## config.mk

```make
export PLATFORM = sky130hd
export DESIGN_NAME = assert_msg_buffer
export DESIGN_NICKNAME = d
export VERILOG_FILES = /design/src/rtl/assert_msg_pkg.sv /design/src/rtl/assert_msg_fifo.sv /design/src/rtl/assert_msg_buffer.sv
export SDC_FILE = /design/constraint.sdc
export NUM_CORES = 1
export LEC_CHECK = 0
export CORE_AREA = 5 5 448 317
export DETAILED_ROUTE_END_ITERATION = 7
export DIE_AREA = 0 0 453 322
export PLACE_DENSITY = 0.49
export SYNTH_ARGS = -nofsm -noshare
export SYNTH_HDL_FRONTEND = slang
export SYNTH_SLANG_ARGS = --single-unit
```

## constraint.sdc

```tcl
create_clock -name clk -period 18.4 [get_ports clk]
set_input_delay 4.6 -clock clk [delete_from_list [all_inputs] [get_ports clk]]
set_output_delay 4.6 -clock clk [all_outputs]
set_load 0.02 [all_outputs]
```

## src/rtl/assert_msg_pkg.sv

```systemverilog
// Shared widths, severity encoding and entry header for the assertion message buffer.
// Used by assert_msg_buffer; the ASSERT_MSG_TIMESTAMP_EN option lives in the top level.
package assert_msg_pkg;

    localparam int DROP_W = 16;
    localparam int ID_W   = 5;
    localparam int TIME_W = 64;

    typedef enum logic [1:0] {
        SEV_INFO  = 2'd0,
        SEV_WARN  = 2'd1,
        SEV_ERROR = 2'd2,
        SEV_FATAL = 2'd3
    } sev_e;

    // Fields every buffered entry carries; argument and timestamp widths are chosen by the top.
    typedef struct packed {
        logic [ID_W-1:0] id;
        sev_e            sev;
    } entry_hdr_t;

    // Add this cycle's drop count to the running total, pinning at all-ones.
    function automatic logic [DROP_W-1:0] sat_add_drop(input logic [DROP_W-1:0] cur,
                                                       input logic [ID_W:0]     inc);
        logic [DROP_W:0] sum;
        sum = {1'b0, cur} + (DROP_W+1)'(inc);
        return sum[DROP_W] ? '1 : sum[DROP_W-1:0];
    endfunction

endpackage

```

## src/rtl/assert_msg_fifo.sv

```systemverilog
// Synchronous first-word-fall-through FIFO of DEPTH x W bits with full/empty/count.
// A write on a full FIFO is ignored even if a read happens on the same edge.
module assert_msg_fifo #(
    parameter int W     = 8,
    parameter int DEPTH = 16
) (
    input  logic                   clk,
    input  logic                   rst_n,
    input  logic                   wr_en,
    input  logic [W-1:0]           wr_data,
    input  logic                   rd_en,
    output logic [W-1:0]           rd_data,
    output logic                   full,
    output logic                   empty,
    output logic [$clog2(DEPTH):0] count
);
    localparam int AW = $clog2(DEPTH);

    logic [W-1:0]  mem_q [DEPTH];
    logic [AW-1:0] wr_ptr_q, wr_ptr_d;
    logic [AW-1:0] rd_ptr_q, rd_ptr_d;
    logic [AW:0]   count_q, count_d;
    logic          wr_ok, rd_ok;

    assign full    = (count_q == (AW+1)'(DEPTH));
    assign empty   = (count_q == '0);
    assign count   = count_q;
    assign rd_data = mem_q[rd_ptr_q];
    assign wr_ok   = wr_en && !full;
    assign rd_ok   = rd_en && !empty;

    always_comb begin
        // NOTE: every variable gets its default first so no path leaves one unassigned (no latch).
        wr_ptr_d = wr_ptr_q;
        rd_ptr_d = rd_ptr_q;
        count_d  = count_q;
        if (wr_ok) wr_ptr_d = wr_ptr_q + AW'(1);
        if (rd_ok) rd_ptr_d = rd_ptr_q + AW'(1);
        case ({wr_ok, rd_ok})
            2'b10:   count_d = count_q + (AW+1)'(1);
            2'b01:   count_d = count_q - (AW+1)'(1);
            default: count_d = count_q;
        endcase
    end

    // NOTE: non-blocking assignments so every flop samples pre-edge values regardless of order.
    always_ff @(posedge clk or negedge rst_n) begin
        if (!rst_n) begin
            wr_ptr_q <= '0;
            rd_ptr_q <= '0;
            count_q  <= '0;
        end else begin
            wr_ptr_q <= wr_ptr_d;
            rd_ptr_q <= rd_ptr_d;
            count_q  <= count_d;
        end
    end

    // NOTE: storage is not reset; count and pointers decide validity, so stale words are never read.
    always_ff @(posedge clk) begin
        if (wr_ok) mem_q[wr_ptr_q] <= wr_data;
    end

endmodule

```

## src/rtl/assert_msg_buffer.sv

```systemverilog
// Collects assertion-failure events into per-source slots, arbitrates round-robin into a FIFO.
// Define ASSERT_MSG_TIMESTAMP_EN to add the 64-bit cycle counter and per-event timestamps.
module assert_msg_buffer
    import assert_msg_pkg::*;
#(
    parameter int N_SRC = 8,
    parameter int DEPTH = 16,
    parameter int ARG_W = 32
) (
    input  logic                   clk,
    input  logic                   rst_n,
    input  logic                   enable,
    input  logic [N_SRC-1:0]       fire,
    input  logic [2*N_SRC-1:0]     sev,
    input  logic [ARG_W*N_SRC-1:0] arg,
    output logic                   out_valid,
    input  logic                   out_ready,
    output logic [ID_W-1:0]        out_id,
    output logic [1:0]             out_sev,
    output logic [ARG_W-1:0]       out_arg,
    output logic [TIME_W-1:0]      out_time,
    output logic [DROP_W-1:0]      drop_cnt,
    output logic                   fatal_seen,
    output logic                   empty
);
    localparam int SEL_W = (N_SRC > 1) ? $clog2(N_SRC) : 1;
    localparam int CNT_W = $clog2(DEPTH) + 1;

    typedef struct packed {
        entry_hdr_t        hdr;
        logic [ARG_W-1:0]  arg;
`ifdef ASSERT_MSG_TIMESTAMP_EN
        logic [TIME_W-1:0] stamp;
`endif
    } entry_t;

    localparam int ENTRY_W = $bits(entry_t);

    logic [N_SRC-1:0]  pend_q, pend_d;
    sev_e              slot_sev_q [N_SRC];
    sev_e              slot_sev_d [N_SRC];
    logic [ARG_W-1:0]  slot_arg_q [N_SRC];
    logic [ARG_W-1:0]  slot_arg_d [N_SRC];
`ifdef ASSERT_MSG_TIMESTAMP_EN
    logic [TIME_W-1:0] slot_time_q [N_SRC];
    logic [TIME_W-1:0] slot_time_d [N_SRC];
    logic [TIME_W-1:0] cyc_q, cyc_d;
`endif
    logic [ID_W-1:0]   rr_q, rr_d;
    logic [DROP_W-1:0] drop_q, drop_d;
    logic              fatal_q, fatal_d;

    logic              gnt_valid;
    logic [ID_W-1:0]   gnt_idx;
    logic [SEL_W-1:0]  gnt_sel;
    logic [ID_W:0]     drop_inc;
    logic              fifo_full, fifo_empty;
    logic [CNT_W-1:0]  fifo_count;
    logic [ENTRY_W-1:0] fifo_rd_data;
    entry_t            wr_entry, head;
    logic              pop;

    // Round-robin: scan downward so the last hit is the first pending slot at or after rr_q.
    always_comb begin
        int idx;
        gnt_valid = 1'b0;
        gnt_idx   = '0;
        idx       = 0;
        for (int k = N_SRC - 1; k >= 0; k--) begin
            idx = int'(rr_q) + k;
            if (idx >= N_SRC) idx = idx - N_SRC;
            if (pend_q[idx[SEL_W-1:0]]) begin
                gnt_valid = 1'b1;
                gnt_idx   = ID_W'(idx);
            end
        end
        if (fifo_full) gnt_valid = 1'b0;
    end

    assign gnt_sel = SEL_W'(gnt_idx);

    // A slot granted this edge is free again, so a same-edge fire reloads it without a drop.
    always_comb begin
        logic granted;
        pend_d      = pend_q;
        slot_sev_d  = slot_sev_q;
        slot_arg_d  = slot_arg_q;
`ifdef ASSERT_MSG_TIMESTAMP_EN
        slot_time_d = slot_time_q;
`endif
        drop_inc    = '0;
        granted     = 1'b0;
        for (int i = 0; i < N_SRC; i++) begin
            granted = gnt_valid && (gnt_idx == ID_W'(i));
            if (granted) pend_d[i] = 1'b0;
            if (enable && fire[i]) begin
                if (!pend_q[i] || granted) begin
                    pend_d[i]      = 1'b1;
                    slot_sev_d[i]  = sev_e'(sev[2*i +: 2]);
                    slot_arg_d[i]  = arg[ARG_W*i +: ARG_W];
`ifdef ASSERT_MSG_TIMESTAMP_EN
                    slot_time_d[i] = cyc_q;
`endif
                end else begin
                    drop_inc = drop_inc + (ID_W+1)'(1);
                end
            end
        end
    end

    always_comb begin
        wr_entry         = '0;
        wr_entry.hdr.id  = gnt_idx;
        wr_entry.hdr.sev = slot_sev_q[gnt_sel];
        wr_entry.arg     = slot_arg_q[gnt_sel];
`ifdef ASSERT_MSG_TIMESTAMP_EN
        wr_entry.stamp   = slot_time_q[gnt_sel];
`endif
    end

    always_comb begin
        rr_d    = rr_q;
        if (gnt_valid) rr_d = (gnt_idx == ID_W'(N_SRC - 1)) ? '0 : gnt_idx + ID_W'(1);
        drop_d  = sat_add_drop(drop_q, drop_inc);
        fatal_d = fatal_q || (gnt_valid && (slot_sev_q[gnt_sel] == SEV_FATAL));
`ifdef ASSERT_MSG_TIMESTAMP_EN
        cyc_d   = cyc_q + TIME_W'(1);
`endif
    end

    always_ff @(posedge clk or negedge rst_n) begin
        if (!rst_n) begin
            pend_q  <= '0;
            rr_q    <= '0;
            drop_q  <= '0;
            fatal_q <= 1'b0;
            for (int i = 0; i < N_SRC; i++) begin
                slot_sev_q[i]  <= SEV_INFO;
                slot_arg_q[i]  <= '0;
`ifdef ASSERT_MSG_TIMESTAMP_EN
                slot_time_q[i] <= '0;
`endif
            end
`ifdef ASSERT_MSG_TIMESTAMP_EN
            cyc_q   <= '0;
`endif
        end else begin
            pend_q      <= pend_d;
            rr_q        <= rr_d;
            drop_q      <= drop_d;
            fatal_q     <= fatal_d;
            slot_sev_q  <= slot_sev_d;
            slot_arg_q  <= slot_arg_d;
`ifdef ASSERT_MSG_TIMESTAMP_EN
            slot_time_q <= slot_time_d;
            cyc_q       <= cyc_d;
`endif
        end
    end

    assert_msg_fifo #(
        .W     (ENTRY_W),
        .DEPTH (DEPTH)
    ) u_fifo (
        .clk     (clk),
        .rst_n   (rst_n),
        .wr_en   (gnt_valid),
        .wr_data (wr_entry),
        .rd_en   (pop),
        .rd_data (fifo_rd_data),
        .full    (fifo_full),
        .empty   (fifo_empty),
        .count   (fifo_count)
    );

    assign head       = entry_t'(fifo_rd_data);
    assign out_valid  = (fifo_count != '0);
    assign pop        = out_valid && out_ready;
    assign empty      = fifo_empty && !(|pend_q);
    assign drop_cnt   = drop_q;
    assign fatal_seen = fatal_q;

    // Head fields read as zero when nothing is buffered, matching their reset values.
    assign out_id  = out_valid ? head.hdr.id  : '0;
    assign out_sev = out_valid ? head.hdr.sev : 2'b00;
    assign out_arg = out_valid ? head.arg     : '0;
`ifdef ASSERT_MSG_TIMESTAMP_EN
    assign out_time = out_valid ? head.stamp : '0;
`else
    assign out_time = '0;
`endif

endmodule

```

Word-level counts from Yosys, hierarchy flattened --
Memory sizes are Yosys's and may differ from the RTL's. Cells that the tools add are included. Widths: inputs -> output; s select.
Storage, ports and cells: bits in registers 315, memory bits (writable) 624, bits of input ports 284, output and inout bits 122, word-level logic and storage cells 230, memories 1
Memories:
- u_fifo.mem_q | words 16, width 39, rd ports 1, clocked after Yosys merged registers in 0, wr ports 1, RTL line assert_msg_fifo.sv:19 | logic [W-1:0] mem_q [DEPTH];
Cells by class: add/subtract/negate cells 28, order comparisons 17, equality and inequality tests 11, mux-type cells 95, bitwise gates (word level) 1, reduce and logical (&&, ||, !) cells 54
Operators by type and width (count):
- $bmux 32 s3 | 1
- $mux 32 | 3
- $mux 5 | 18
- $mux 6 | 14
- $mux 1 | 45
- $add 6x1->6 const B | 7
- $ge 6x4->1 const B | 7
- $sub 5x4->5 const B | 8
- $lt 3x4->1 const B | 8
- $add 5x3->6 const B | 4
- $bmux 1 s3 | 8
- $logic_and 1x1->1 | 21
- $eq 5x3->1 const B | 4
- $add 16x6->17 | 1
- $mux 16 | 1
- $reduce_and 2->1 | 8
- $add 5x2->6 const B | 2
- $logic_not 1->1 | 11
- $add 5x1->5 const B | 2
- $eq 5x2->1 const B | 2
- $logic_not 5->1 | 2
- $pmux 5 s2 | 1
- $logic_or 1x1->1 | 9
- $add 4x1->4 const B | 2
- other kinds (14) | 17

Logic depth before layout (Yosys ltp) --
Gate-level depths: netlist of the first run.
depth in word-level cells 41, depth in mapped cells 52, depth with buffers taken out 47

Modules after synthesis --
Synthesis of the first run repeated with hierarchy kept, for this count alone.
Unflattened totals: cells, all modules 2784, area total of the unflattened synthesis 42431.9 µm²
Modules (own cells, without submodules):
- assert_msg_fifo | times used 1, cells an instance 1252, area an instance 24926.4 µm², sequential area each 19063.3 µm²
- assert_msg_buffer | times used 1, cells an instance 1532, area an instance 17505.5 µm², sequential area each 7557.2 µm²

Least setup slack after synthesis of the first run --
No wires, ideal clock.
path type input port to flip-flop, start point input enable, end point register drop_q[10], in the netlist drop_cnt[10], setup time 83 ps, arrival time 11091 ps, required time 18317 ps, path slack 7227 ps, stages on the path 34, path buffers 3, path through clkbuf_1 buf_1 nand2_1 nor2_1 ha_1 nand3_1 nand3_1 o31a_1 ha_1 mux2_2 ha_1 mux2_2 ha_1 nand2b_1 o311a_1 ha_1 mux2i_1 inv_1 ha_1 inv_1 or2_0 xor2_1 nand4_1 xnor2_1 ha_1 inv_1 nor2_1 nor2_1 o21bai_1 a21oi_1 nor4b_1 nand3_1 clkbuf_1 o21ai_0
On the way: word-level cells in the longest chain between the ends 25, elaborated cells on any way between the ends 32, classes of those cells add/sub: 8; mux: 16; reduce/logical: 8
RTL lines:
- start: declaration | RTL line assert_msg_buffer.sv:12 | input logic enable,
- $logic_and 1x1->1 | RTL line assert_msg_buffer.sv:96 | if (enable && fire[i]) begin
- $mux 1 | RTL line assert_msg_buffer.sv:96
- $add 6x1->6 | RTL line assert_msg_buffer.sv:105 | drop_inc = drop_inc + (ID_W+1)'(1);
- $mux 6 | RTL line assert_msg_buffer.sv:97 | if (!pend_q[i] || granted) begin
- $mux 6 | RTL line assert_msg_buffer.sv:96
- $add 6x1->6 | RTL line assert_msg_buffer.sv:105
- $mux 6 | RTL line assert_msg_buffer.sv:97
- $mux 6 | RTL line assert_msg_buffer.sv:96
- [10 not listed]
- $mux 6 | RTL line assert_msg_buffer.sv:97
- $mux 6 | RTL line assert_msg_buffer.sv:96
- $add 6x1->6 | RTL line assert_msg_buffer.sv:105
- $mux 6 | RTL line assert_msg_buffer.sv:97
- $mux 6 (*) | RTL line assert_msg_buffer.sv:96
- $add 16x6->17 (*) | RTL line assert_msg_pkg.sv:26 | sum = {1'b0, cur} + (DROP_W+1)'(inc);
- $mux 16 (*) | RTL line assert_msg_pkg.sv:27 | return sum[DROP_W] ? '1 : sum[DROP_W-1:0];
- named net drop_d[10] | RTL line assert_msg_buffer.sv:50 | logic [DROP_W-1:0] drop_q, drop_d;
- end signal: assignment | RTL line assert_msg_buffer.sv:150 | drop_q <= drop_d;
- end: declaration | RTL line assert_msg_buffer.sv:50
The timed path passes the listed nets; every way through them passes the cells marked *. A chain may end at the register's enable or synchronous reset.

Worst setup path after layout of the first run --
start point input enable, end point register drop_q[5], in the netlist drop_cnt[5]
Same word-level chain as after synthesis.

==> results of run 1 <==
critical path, delay by kind of cell:
family                   cells  cell delay [ns]
buffers and inverters        4             1.18
AO/OA/AOI/OAI                5             1.00
multiplexers                 3             0.89
XOR/XNOR                     2             0.48
adder cells (fa/ha/maj)      7             1.95
AND/OR/NAND/NOR             11             2.49
logic make-up (layout without fill, tap and decap cells):
kind of cell	count (synthesis)	after routing	synth area share, %
flip-flops	939	939	65.2
adder cells (fa/ha/maj)	42	42	1.32
other	1	77	0.00918
multiplexers	574	574	23.3
XOR/XNOR	49	49	1.16
AND/OR/NAND/NOR	358	358	4.22
buffers and inverters	218	575	2.65
AO/OA/AOI/OAI	123	123	2.12
cell usage after synthesis, drive strengths merged (11+ instances only):
library cell  number
dfrtp            315
clkbuf            82
mux2             283
xor2              16
and3              11
mux4             274
mux2i             17
edfxtp           624
o21ai             29
xnor2             32
a21oi             25
ha                40
buf               99
nand3             24
and2              56
nand2            177
nor2              28
inv               36
registers in the layout, indices dropped and copies added (netlist names):
register         flops
u_fifo.mem_q       624
fatal_seen           1
rr_q                 5
drop_cnt            16
slot_arg_q         256
u_fifo.rd_ptr_q      4
u_fifo.count         5
u_fifo.wr_ptr_q      4
slot_sev_q          16
pend_q               8
metrics by stage:
step	util (%)	power, mW	std cells	hold WS [ns]	area, µm²
after CTS	35.9	10.5	4580	0.490	49300
after floorplan	-	6.80	2367	0.455	41100
after global placement	33.7	8.43	4414	0.478	46200
after global routing	35.9	10.9	4593	0.511	49300
after detailed placement	33.7	8.59	4414	0.477	46200
final	35.9	10.3	4593	0.489	49300
routing by layer:
layer  vias up  track usage [%]
met5         -                0
met4         0             4.02
met3       140             3.35
met2       550             27.8
met1     12200             21.6
li1       9579                -
cell type report:
class | instances | area, µm² | share of cell area [%]
diodes | 13 | 32.5 | 0.0660
clock buffers | 113 | 2420 | 4.92
clock inverters | 53 | 589 | 1.20
inverters | 37 | 139 | 0.282
multi-input cells | 1210 | 13500 | 27.3
flip-flops and latches | 939 | 26600 | 54.0
well taps | 1856 | 2320 | 4.71
repair buffers | 372 | 3660 | 7.43
power by group through the flow:
stage	Combinational, mW	Clock (mW)	Sequential, mW
detailed placement	4.50	0	4.09
CTS	4.52	1.97	4.05
global route	4.76	2.05	4.12
floorplan	2.95	0	3.86
global placement	4.39	0	4.04
finish	4.39	1.91	4.04
worst min path at each step:
stage	from	to	slack (ns)
floorplan	u_fifo.count[4]$_DFFE_PN0P_	u_fifo.count[4]$_DFFE_PN0P_	0.45
global placement	u_fifo.count[4]$_DFFE_PN0P_	u_fifo.count[4]$_DFFE_PN0P_	0.48
CTS	u_fifo.count[4]$_DFFE_PN0P_	u_fifo.count[4]$_DFFE_PN0P_	0.49
detailed placement	u_fifo.count[4]$_DFFE_PN0P_	u_fifo.count[4]$_DFFE_PN0P_	0.48
finish	u_fifo.count[4]$_DFFE_PN0P_	u_fifo.count[4]$_DFFE_PN0P_	0.49
global route	slot_arg_q[2]$_DFFE_PN0P_	slot_arg_q[2]$_DFFE_PN0P_	0.51
==> metrics, run 1 <==
via count=22400; clock network fraction of design power=18.5%; # port buffers=341; DIE HEIGHT=322 µm; Hold WC Path Type=reg2reg; Seq pwr share=39.1%; Syn Area/Cell=17.7 µm²; CP endpoint=drop_cnt[5]$_DFF_PN0_; initial antenna violation count=14; most frequent cells in the layout=edfxtp_1, clkdlybuf4s50_1, dfrtp_1; hpwl dp=74.6 mm; critical path's slowest cell=clkdlybuf4s50_1; setup TNS=0 ns; crit path DAT=12.60 ns; Worst setup SP type=input port; overall die area=0.146 mm²; Top Metal Used=met4; Worst Tran Pin Value=1.17 ns; drt pass-1 iters=5; FF-to-FF setup slack=6.49 ns; Critical Path Max Stage Delay=1.00 ns; vias in the first global route=24100; Final Setup Violations=0; Hold Fails Final Rpt=0; met1 wire length=51.3 mm; min cycle time layout=12.02 ns; pwr/cell area=210 mW/mm²; most common cell after layout, fill and taps aside=edfxtp_1; P_int=6.58 mW; worst setup margin=6.38 ns; post-synth top area cell=edfxtp_1; Mapped Area=0.0408 mm²; DR vias/cell=4.88; Synth Register Bits=939; Die Span X=453 µm; Crit Path Category=in2reg; row count=114; clock-pin slew on the worst setup and hold paths=0.06 ns; initial DRC count=1606; Final GP Congestion=0.839; met3 WL=5.79 mm; unrepaired setup endpoints after global routing=false; CP Launch Point=enable; H-tree depth=3; IO Count=406; Layout Area Growth over Synthesis=20.7%; status=finished, final reports clean; Fillers=12900; largest net degree at the start of global routing=165; Tot GR Track Use=16.4%; Max IR drop VDD=0.000118 V; post-CTS sizing=0; CTS Buf Count=91; clk root buf=clkbuf_16; Yosys cell types=79; number of enable flip-flop cells after synthesis=624; maximum fanout along the worst path=22; nets=2977; Max Cap Viol=0; CP most frequent cell=ha_1; Post-synth ARST share=33.5%; Layout Skew=0.0497 ns; r2r worst-path depth=47; first-pass GRT wire length=173 mm; largest cells by area after synthesis=edfxtp_1, dfrtp_1, mux4_2, mux2_2, nand2_1; Max clock buf depth=3; core area=0.137 mm²; CTS tree=built; Post-synth top flop=edfxtp_1; length of routed met2 wiring=60.7 mm; ANT nets after route=0; Initial Util=29.8%; fmax=83.2 MHz; CP Capture Type=flip-flop; LEAKAGE=17.7 nW; Worst Hold Depth=1; switching pwr=3.76 mW; CTS Hold Bufs=0; sw frac=36.4%; Post-CTS Setup Inserts=0; sequential area share after synthesis=65.2%; GRT overflow=0; fin crit share=65.3%; Slew HR=21.8%; later-pin clock latency in the skew report=0.71 ns; drt wl/cell=26.2 µm; layout cells sized above 1=28.5%; pre-CTS WS=5.76 ns; WP data required=18.98 ns; WL final=120 mm; Synth top area share=45.9%; combinational share of power=42.5%; Post-route DRC=0; worst reg2reg startpoint=rr_q[0]$_DFFE_PN0P_; Post-Syn Instances=2304; Worst R2R End=drop_cnt[5]$_DFF_PN0_; CTS sink count=939; yosys warns=0; count of final max-slew check failures=0
No activity file was read; power rests on OpenSTA's default activity.
==> run 2, diff against run 1 <==
Settings changed: PLACE_DENSITY 0.49 to 0.51.
Clock period 18.4 ns to 10.45 ns, I/O delays scaled along.
==> run 2 against run 1 <==
  * Combinational power rose by 79%
  * Core utilization rose by 0.050 points
  * Critical path depth rose by 12
  * Power rose by 76%
  * Non-clock buffer count rose by 6
  * Clock power rose by 72%
  * Critical path type is now reg2reg
  * Critical endpoint is now drop_cnt[15]$_DFF_PN0_
  * Highest routed layer unchanged
==> metrics, run 2 (synthesis results as in run 1) <==
Slew HR=15.7% (-6.1 points); vias in the first global route=23900 (-0.85%); initial antenna violation count=17 (+3); FF-to-FF setup slack=0.42 ns (-6.07 ns); H-tree depth=3 (unchanged); crit path DAT=10.63 ns (-1.97 ns); critical path's slowest cell=mux4_2; Final GP Congestion=0.847 (+0.95%); Max IR drop VDD=0.000200 V (+69%); Die Span X=453 µm (unchanged); placed cells=4412 (-0.045%); initial DRC count=1548 (-3.6%); Largest regs=u_fifo.mem_q: 624 flops, slot_arg_q: 256 flops; non-filler cells in the finished layout=4603 (+0.22%); sw frac=36.2% (-0.17 points); hpwl dp=73.9 mm (-0.92%); setup TNS=0 ns (unchanged); maximum fanout along the worst path=23 (+4.5%); most frequent cells in the layout=edfxtp_1, clkdlybuf4s50_1, dfrtp_1; Layout Area Growth over Synthesis=20.8%; GRT overflow=0 (unchanged); worst setup margin=0.421 ns (-5.96 ns); core area=0.137 mm² (unchanged); fin crit share=96.0%; Tot GR Track Use=16.2% (-0.13 points); CP most frequent cell=ha_1; # port buffers=341 (unchanged); overall die area=0.146 mm² (unchanged); combinational share of power=43.1% (+0.6 points); CP Capture Type=flip-flop; WP data required=11.05 ns (-7.93 ns); max FFs per register=624 (unchanged); min cycle time layout=10.03 ns; post-layout util=36.0% (+0.050 points); IO Count=406 (unchanged); Fillers=12900 (-0.49%); largest net degree at the start of global routing=93 (-44%); fmax=99.7 MHz; Hold WC Path Type=reg2reg; most common cell after layout, fill and taps aside=edfxtp_1; CTS tree=built; via count=22400 (-0.21%); drt pass-1 iters=5 (unchanged); Worst Tran Pin Value=1.26 ns (+0.0906 ns); status=finished, final reports clean; Initial Util=29.8% (unchanged); Crit Path Category=reg2reg; count of final max-slew check failures=0 (unchanged); drt wl/cell=26.0 µm (-0.57%); Worst setup SP type=flip-flop; nets=2980 (+0.10%); Layout Skew=0.0269 ns (-0.0228 ns); worst hold start=slot_sev_q[0]$_DFFE_PN0P_; ANT nets after route=0 (unchanged); DIE HEIGHT=322 µm (unchanged); Max Cap Viol=0 (unchanged); Worst R2R End=drop_cnt[15]$_DFF_PN0_; Critical Path Max Stage Delay=0.62 ns (-0.38 ns); Seq pwr share=38.9% (-0.2 points); Largest Register=u_fifo.mem_q; Hold Fails Final Rpt=0 (unchanged); clock-pin slew on the worst setup and hold paths=0.06 ns (about the same); LEAKAGE=17.7 nW (about the same); row count=114 (unchanged); clock network fraction of design power=18.1% (-0.4 points); CP endpoint=drop_cnt[15]$_DFF_PN0_; Hold Slack=0.500 ns (+0.0111 ns); CTS Buf Count=88 (-3.3%); later-pin clock latency in the skew report=0.69 ns (-0.02 ns); pre-CTS WS=-0.0366 ns (-5.80 ns); P_int=11.6 mW (+77%); switching pwr=6.59 mW (+75%); multi-input combinational cell area=0.0136 mm² (+0.75%); clk root buf=clkbuf_16; Post-route DRC=0 (unchanged); r2r worst-path depth=44 (-6.4%); Reg area=0.0266 mm² (unchanged); pwr/cell area=369 mW/mm² (+76%); worst reg2reg startpoint=rr_q[0]$_DFFE_PN0P_; WL final=120 mm (-0.35%); CP Launch Point=rr_q[0]$_DFFE_PN0P_; DR vias/cell=4.86 (-0.43%); first-pass GRT wire length=172 mm (-0.42%); CTS sink count=939 (unchanged); layout cells sized above 1=28.9% (+0.34 points); CTS Hold Bufs=0 (unchanged); Max clock buf depth=3 (unchanged); Final Setup Violations=0 (unchanged)
-- run 2: cell count changes in the layout (fill, tap and decap cells not counted), moves of 4 or more --
cell	delta
diode_2	+4
and2_4	+4
buf_4	+5
nand3_4	+4
clkinv_1	+4
and2_2	-4
-- run 2: how the worst min path moves through the flow --
stage,end,slack (ns),depth (start not counted)
floorplan,u_fifo.count[4]$_DFFE_PN0P_,0.45,1
global placement,slot_arg_q[104]$_DFFE_PN0P_,0.48,1
detailed placement,slot_arg_q[143]$_DFFE_PN0P_,0.49,1
CTS,slot_arg_q[143]$_DFFE_PN0P_,0.50,1
global route,slot_arg_q[31]$_DFFE_PN0P_,0.51,1
finish,slot_sev_q[0]$_DFFE_PN0P_,0.50,1
-- run 2: routing by layer --
metal	vias up	global-route usage (%)	wire length [µm]
li1	9589	-	-
met1	12200	21.8	52500
met2	496	27.7	60600
met3	144	2.31	4160
met4	0	4.14	2550
met5	-	0	0
-- run 2: final cells by class --
cell class / count / area share [%]
well taps: 1856 / 4.71
multi-input cells: 1210 / 27.5
clock inverters: 54 / 1.08
flip-flops and latches: 939 / 54.0
inverters: 37 / 0.289
repair buffers: 378 / 7.54
diodes: 17 / 0.0862
clock buffers: 112 / 4.81
-- run 2: critical path, delay by kind of cell (launching register included) --
kind	cells	cell delay (ns)
buf+inv	3	0.56
mux	6	2.18
fa+ha+maj	9	2.67
flops	1	0.36
compound gates	15	2.95
simple gates	11	1.20
-- run 2: power groups by stage --
stage / Combinational [mW] / Clock [mW] / Sequential (mW)
after floorplan: 5.19 / 0 / 6.79
after global placement: 7.73 / 0 / 7.06
after detailed placement: 7.94 / 0 / 7.16
after CTS: 7.96 / 3.38 / 7.08
after global routing: 8.47 / 3.53 / 7.20
final: 7.84 / 3.29 / 7.07
-- run 2: stage by stage --
stage / instance area, µm² / power [mW]
5_1_grt: 49400 / 19.2
3_3_place_gp: 46300 / 14.8
3_5_place_dp: 46300 / 15.1
2_1_floorplan: 41100 / 12.0
6_report: 49400 / 18.2
4_1_cts: 49200 / 18.4
-- run 2: repair_timing --
item,4_1_cts,5_1_grt
setup endpoints to repair,14,16
pin swaps,0,2
setup buffers,0,8
resized for setup,2,13
cloned,0,0
